===== src/rtl/fir_moving_average.sv =====
// Streaming 2^LOG2_TAPS-tap moving-average filter over signed 8-bit samples.
// Optional round-half-up before the shift when FIR_MAVG_ROUND_EN is defined.
module fir_moving_average #(
    parameter int unsigned LOG2_TAPS = 2,
    parameter int unsigned COUNT_W   = 36
) (
    input  logic                     CLOCK_50,
    input  logic                     reset,
    input  logic                     enable,
    input  logic                     sample_valid,
    input  logic signed [7:0]        sample_in,
    output logic signed [7:0]        avg_out,
    output logic                     avg_valid,
    output logic                     primed,
    output logic [COUNT_W-1:0]       sample_count
);

    localparam int unsigned N  = 1 << LOG2_TAPS;
    localparam int unsigned SW = 8 + LOG2_TAPS;
    localparam logic [LOG2_TAPS:0] FillFull = (LOG2_TAPS + 1)'(N);

    logic signed [7:0]     win_q [N];
    logic [LOG2_TAPS-1:0]  wp_q;
    logic signed [SW-1:0]  sum_q, sum_d;
    logic signed [SW-1:0]  sample_ext, oldest_ext;
    logic [LOG2_TAPS:0]    fill_q;
    logic                  enable_q;
    logic signed [7:0]     avg_q, avg_d;
    logic                  avg_valid_q;
    logic [COUNT_W-1:0]    count_q;
    logic                  clear, accept;

    // A rising edge of enable restarts the filter and drops any coincident sample.
    assign clear  = enable & ~enable_q;
    assign accept = sample_valid & enable & ~clear;

    assign sample_ext = {{LOG2_TAPS{sample_in[7]}}, sample_in};
    assign oldest_ext = {{LOG2_TAPS{win_q[wp_q][7]}}, win_q[wp_q]};
    assign sum_d      = sum_q + sample_ext - oldest_ext;

`ifdef FIR_MAVG_ROUND_EN
    localparam logic [SW:0] RndBias = (SW + 1)'(1) << (LOG2_TAPS - 1);
    logic signed [SW:0] sum_rnd;
    assign sum_rnd = {sum_d[SW-1], sum_d} + RndBias;
    assign avg_d   = 8'(sum_rnd >>> LOG2_TAPS);
`else
    assign avg_d   = 8'(sum_d >>> LOG2_TAPS);
`endif

    always_ff @(posedge CLOCK_50) begin
        if (reset) begin
            enable_q <= 1'b0;
        end else begin
            enable_q <= enable;
        end
    end

    always_ff @(posedge CLOCK_50) begin
        if (reset || clear) begin
            for (int i = 0; i < int'(N); i++) begin
                win_q[i] <= '0;
            end
            wp_q        <= '0;
            sum_q       <= '0;
            fill_q      <= '0;
            count_q     <= '0;
            avg_q       <= '0;
            avg_valid_q <= 1'b0;
        end else if (accept) begin
            win_q[wp_q] <= sample_in;
            wp_q        <= wp_q + LOG2_TAPS'(1);
            sum_q       <= sum_d;
            count_q     <= count_q + COUNT_W'(1);
            avg_q       <= avg_d;
            avg_valid_q <= 1'b1;
            if (fill_q != FillFull) begin
                fill_q <= fill_q + (LOG2_TAPS + 1)'(1);
            end
        end else begin
            avg_valid_q <= 1'b0;
        end
    end

    assign avg_out      = avg_q;
    assign avg_valid    = avg_valid_q;
    assign primed       = (fill_q == FillFull);
    assign sample_count = count_q;

endmodule


===== config.mk =====
export PLATFORM = sky130hd
export DESIGN_NAME = fir_moving_average
export DESIGN_NICKNAME = d
export VERILOG_FILES = /design/src/rtl/fir_moving_average.sv
export SDC_FILE = /design/constraint.sdc
export NUM_CORES = 1
export LEC_CHECK = 0
export ABC_CLOCK_PERIOD_IN_PS = 5460
export CAP_MARGIN = 20
export CORE_MARGIN = 5
export CORE_UTILIZATION = 50
export DETAILED_ROUTE_END_ITERATION = 12
export PLACE_DENSITY = 0.73
export SKIP_CTS_REPAIR_TIMING = 1
export SYNTH_ARGS = -nofsm -noshare
export SYNTH_HDL_FRONTEND = slang
export SYNTH_SLANG_ARGS = --single-unit

===== constraint.sdc =====
create_clock -name CLOCK_50 -period 5.46 [get_ports CLOCK_50]
set_input_delay 1.092 -clock CLOCK_50 [delete_from_list [all_inputs] [get_ports CLOCK_50]]
set_output_delay 1.092 -clock CLOCK_50 [all_outputs]
set_load 0.005 [all_outputs]

==> out/metrics.yaml <==
dpl.hpwl_mm: 6.92
worstSetupPathType: "in -> reg"
setup_tns_ns: 0
cts_root_buf: "clkbuf_8"
port-buffer-count: 57
io_pins: 58
hold_path.class: "reg -> reg"
ys.flop_type: "dfxtp_1"
synth_nets: 496
period_needed_ns: 3.73
path_cells: "clkdlybuf4s50_1, inv_1, fa_1, inv_1, ha_1, nor2b_1, o31a_1, o2111a_1, or4_1, a32o_1"
startpoint_type: "input pin"
min_period_over_period_pct: 68.3
ys_ff_latch: 87
yosys-top-cells-area: "dfxtp_1 (25%), edfxtp_1 (21%), inv_1 (4.3%)"
yosysSeqAreaShare_pct: 45.9
end_kind: "register"
synth-compound-area-share_pct: 9.39
area_delta_synth_final_pct: 18.4
rows: 34
ant_nets: 0
r2r_cells: 9
path_depth: 10
die_y_um: 105
power_density_nw_per_um2: 244
cp.required_ns: 5.71
p_leak_nw: 2.00
syn_area_um2: 4490
vias_per_cell: 5.47
worstMarginPinSlew_ns: 0.968
status: "completed"
power.total_mw: 1.30
critPathBufInv: 3
synth-xor-area-share_pct: 5.46
nFillCells: 697
synthTopCellsByCount: "dfxtp_1 (55), inv_1 (52), nor2_1 (49)"
setup_slack_ns: 1.73
grt_pass1_wl_mm: 16.2
min_from: "sum_q[1]"
preCtsSetupSlack_ns: 1.36
yosys.area.top_type: "dfxtp_1"
routed_wl_mm: 9.71
first_pass_iters: 4
relSlewSlack_pct: 35.5
ys_async_sr_fraction_pct: 0
yosysMostFrequentCell: "dfxtp_1"
diodes: 0
cts-htree-levels: 3
cpPeakStageDelay_ns: 0.53
grt_setup_unrepaired: "no"
finalSetupViolCount: 0
grtUsageTotal_pct: 18.1
internal_power_mw: 0.970
slowest_stage: "fa_1"
synth_top_family_by_area: "simple AND/OR/NAND/NOR gates"
drv_slew: 0
clkTransAtPathRegs_ns: 0.09
crit_family: "adder cells"
cts_max_path_buffers: 2
die_w_um: 105
numCtsBuffers: 9
netSwitchingFraction_pct: 25.4
r2r_slack_ns: 1.78
crit_arrival_ns: 3.99
vias: 3406
holdPathStages: 2
tritoncts: "yes"
reg2reg_to: "sum_q[8]"
drive_above_1_share_pct: 7.18
clkSinkCount: 87
synthAdderAreaFrac_pct: 7.92
max_cap_violations: 0
grt-ovfl-total: 0
clkPwrFrac_pct: 33.6
max_freq_mhz: 268
drt_iter0_drc: 158
start_util_pct: 51.5
ir_worst_vdd_uv: 124
crit_top_cell: "inv_1"
netSwitchingPower_mw: 0.329
yosysWarnings: 0
netlist-cell-type-count: 48
crit_fanout: 4
post-route-drc-count: 0
multi_input_area_um2: 2100
worstHoldEndpoint: "sum_q[1]"
synth_edf_count: 32
final_nets: 545
syn_inst: 461
synthMuxAreaShare_pct: 4.49
dieArea_um2: 11000
antenna_found_initial: 0
grt_max_degree: 30
netlist.area_leader.share_pct: 24.5
power_frac_seq_pct: 53.6
register_area_um2: 2060
avgSynthCellArea_um2: 9.74
pwr-share-comb_pct: 12.8
hold_violations: 0
skew_ns: 0.0131
wire_per_inst_um: 15.6
grt_pass1_vias: 3301
gp_congestion: 0.802
clkLatencyLatePin_ns: 0.36
synth-simple-area-share_pct: 19.5
coreArea_um2: 8720
-- layer usage --
layer | up-vias | track usage (%) | part of all wire [%]
met5 | - | 0 | 0
met4 | 0 | 7.40 | 1.9
met3 | 16 | 3.08 | 3.5
met2 | 72 | 29.4 | 48
met1 | 1629 | 24.0 | 47
li1 | 1689 | - | -
-- metrics by stage --
stage | area, µm² | hold WS (ns) | utilization (%) | std cells
6_report | 5320 | 0.473 | 61.0 | 623
5_1_grt | 5320 | 0.511 | 61.0 | 623
4_1_cts | 5320 | 0.483 | 61.0 | 623
3_5_place_dp | 5120 | 0.458 | 58.7 | 607
3_3_place_gp | 5080 | 0.438 | 58.3 | 604
2_1_floorplan | 4490 | 0.425 | - | 461
-- cell usage in the layout (no fill, tap or decap), types with 11 or more instances in the layout --
| cell type | count |
|---|---|
| a21oi_1 | 23 |
| clkdlybuf4s50_1 | 57 |
| dfxtp_1 | 55 |
| edfxtp_1 | 32 |
| ha_1 | 14 |
| inv_1 | 52 |
| nand2_1 | 28 |
| nand3_1 | 11 |
| nand4_1 | 11 |
| nor2_1 | 49 |
| nor4_1 | 11 |
| o21ai_0 | 27 |
| or3_1 | 13 |
| xnor2_1 | 18 |
-- layout make-up --
| cell class | count | area share (%) |
|---|---|---|
| Tap cell | 108 | 2.54 |
| Multi-Input combinational cell | 297 | 39.5 |
| Clock inverter | 4 | 0.518 |
| Inverter | 53 | 3.74 |
| Timing Repair Buffer | 62 | 11.8 |
| Clock buffer | 12 | 3.13 |
| Sequential cell | 87 | 38.8 |
-- flip-flops by register name (all words and copies together), names as in the netlist, named ones only --
signal	flops
avg_valid	1
enable_q	1
fill_q	3
sample_count	36
sum_q	10
win_q	32
wp_q	2
-- worst reg2reg max path, cell delays in order, from the launching register on --
cell      delay (ns)
dfxtp_1         0.68
mux4_2          0.60
fa_1            0.49
inv_1           0.04
ha_1            0.34
nor2b_1         0.17
o31a_1          0.28
o2111a_1        0.26
or4_1           0.47
a32o_1          0.26
-- kinds of logic after synthesis --
kind of cell / Yosys count
flops: 87
compound gates: 71
buf+inv: 77
simple gates: 165
mux: 10
fa+ha+maj: 23
xor+xnor: 28
-- power by group through the flow --
stage / Sequential (mW) / Combinational [mW] / Clock [mW]
finish: 0.696 / 0.167 / 0.436
global route: 0.698 / 0.188 / 0.474
CTS: 0.696 / 0.168 / 0.445
detailed placement: 0.711 / 0.167 / 0
global placement: 0.710 / 0.158 / 0
floorplan: 0.707 / 0.124 / 0
-- worst max-delay path by stage --
stage | start | to | slack (ns)
floorplan | register | sum_q[8] | 1.89
global placement | sample_in[2] | sum_q[8] | 1.41
detailed placement | sample_in[2] | sum_q[8] | 1.36
CTS | register | sum_q[8] | 1.73
global route | register | sum_q[8] | 1.54
finish | sample_in[2] | sum_q[8] | 1.73
Note: power is estimated with default switching activity, not from simulation.
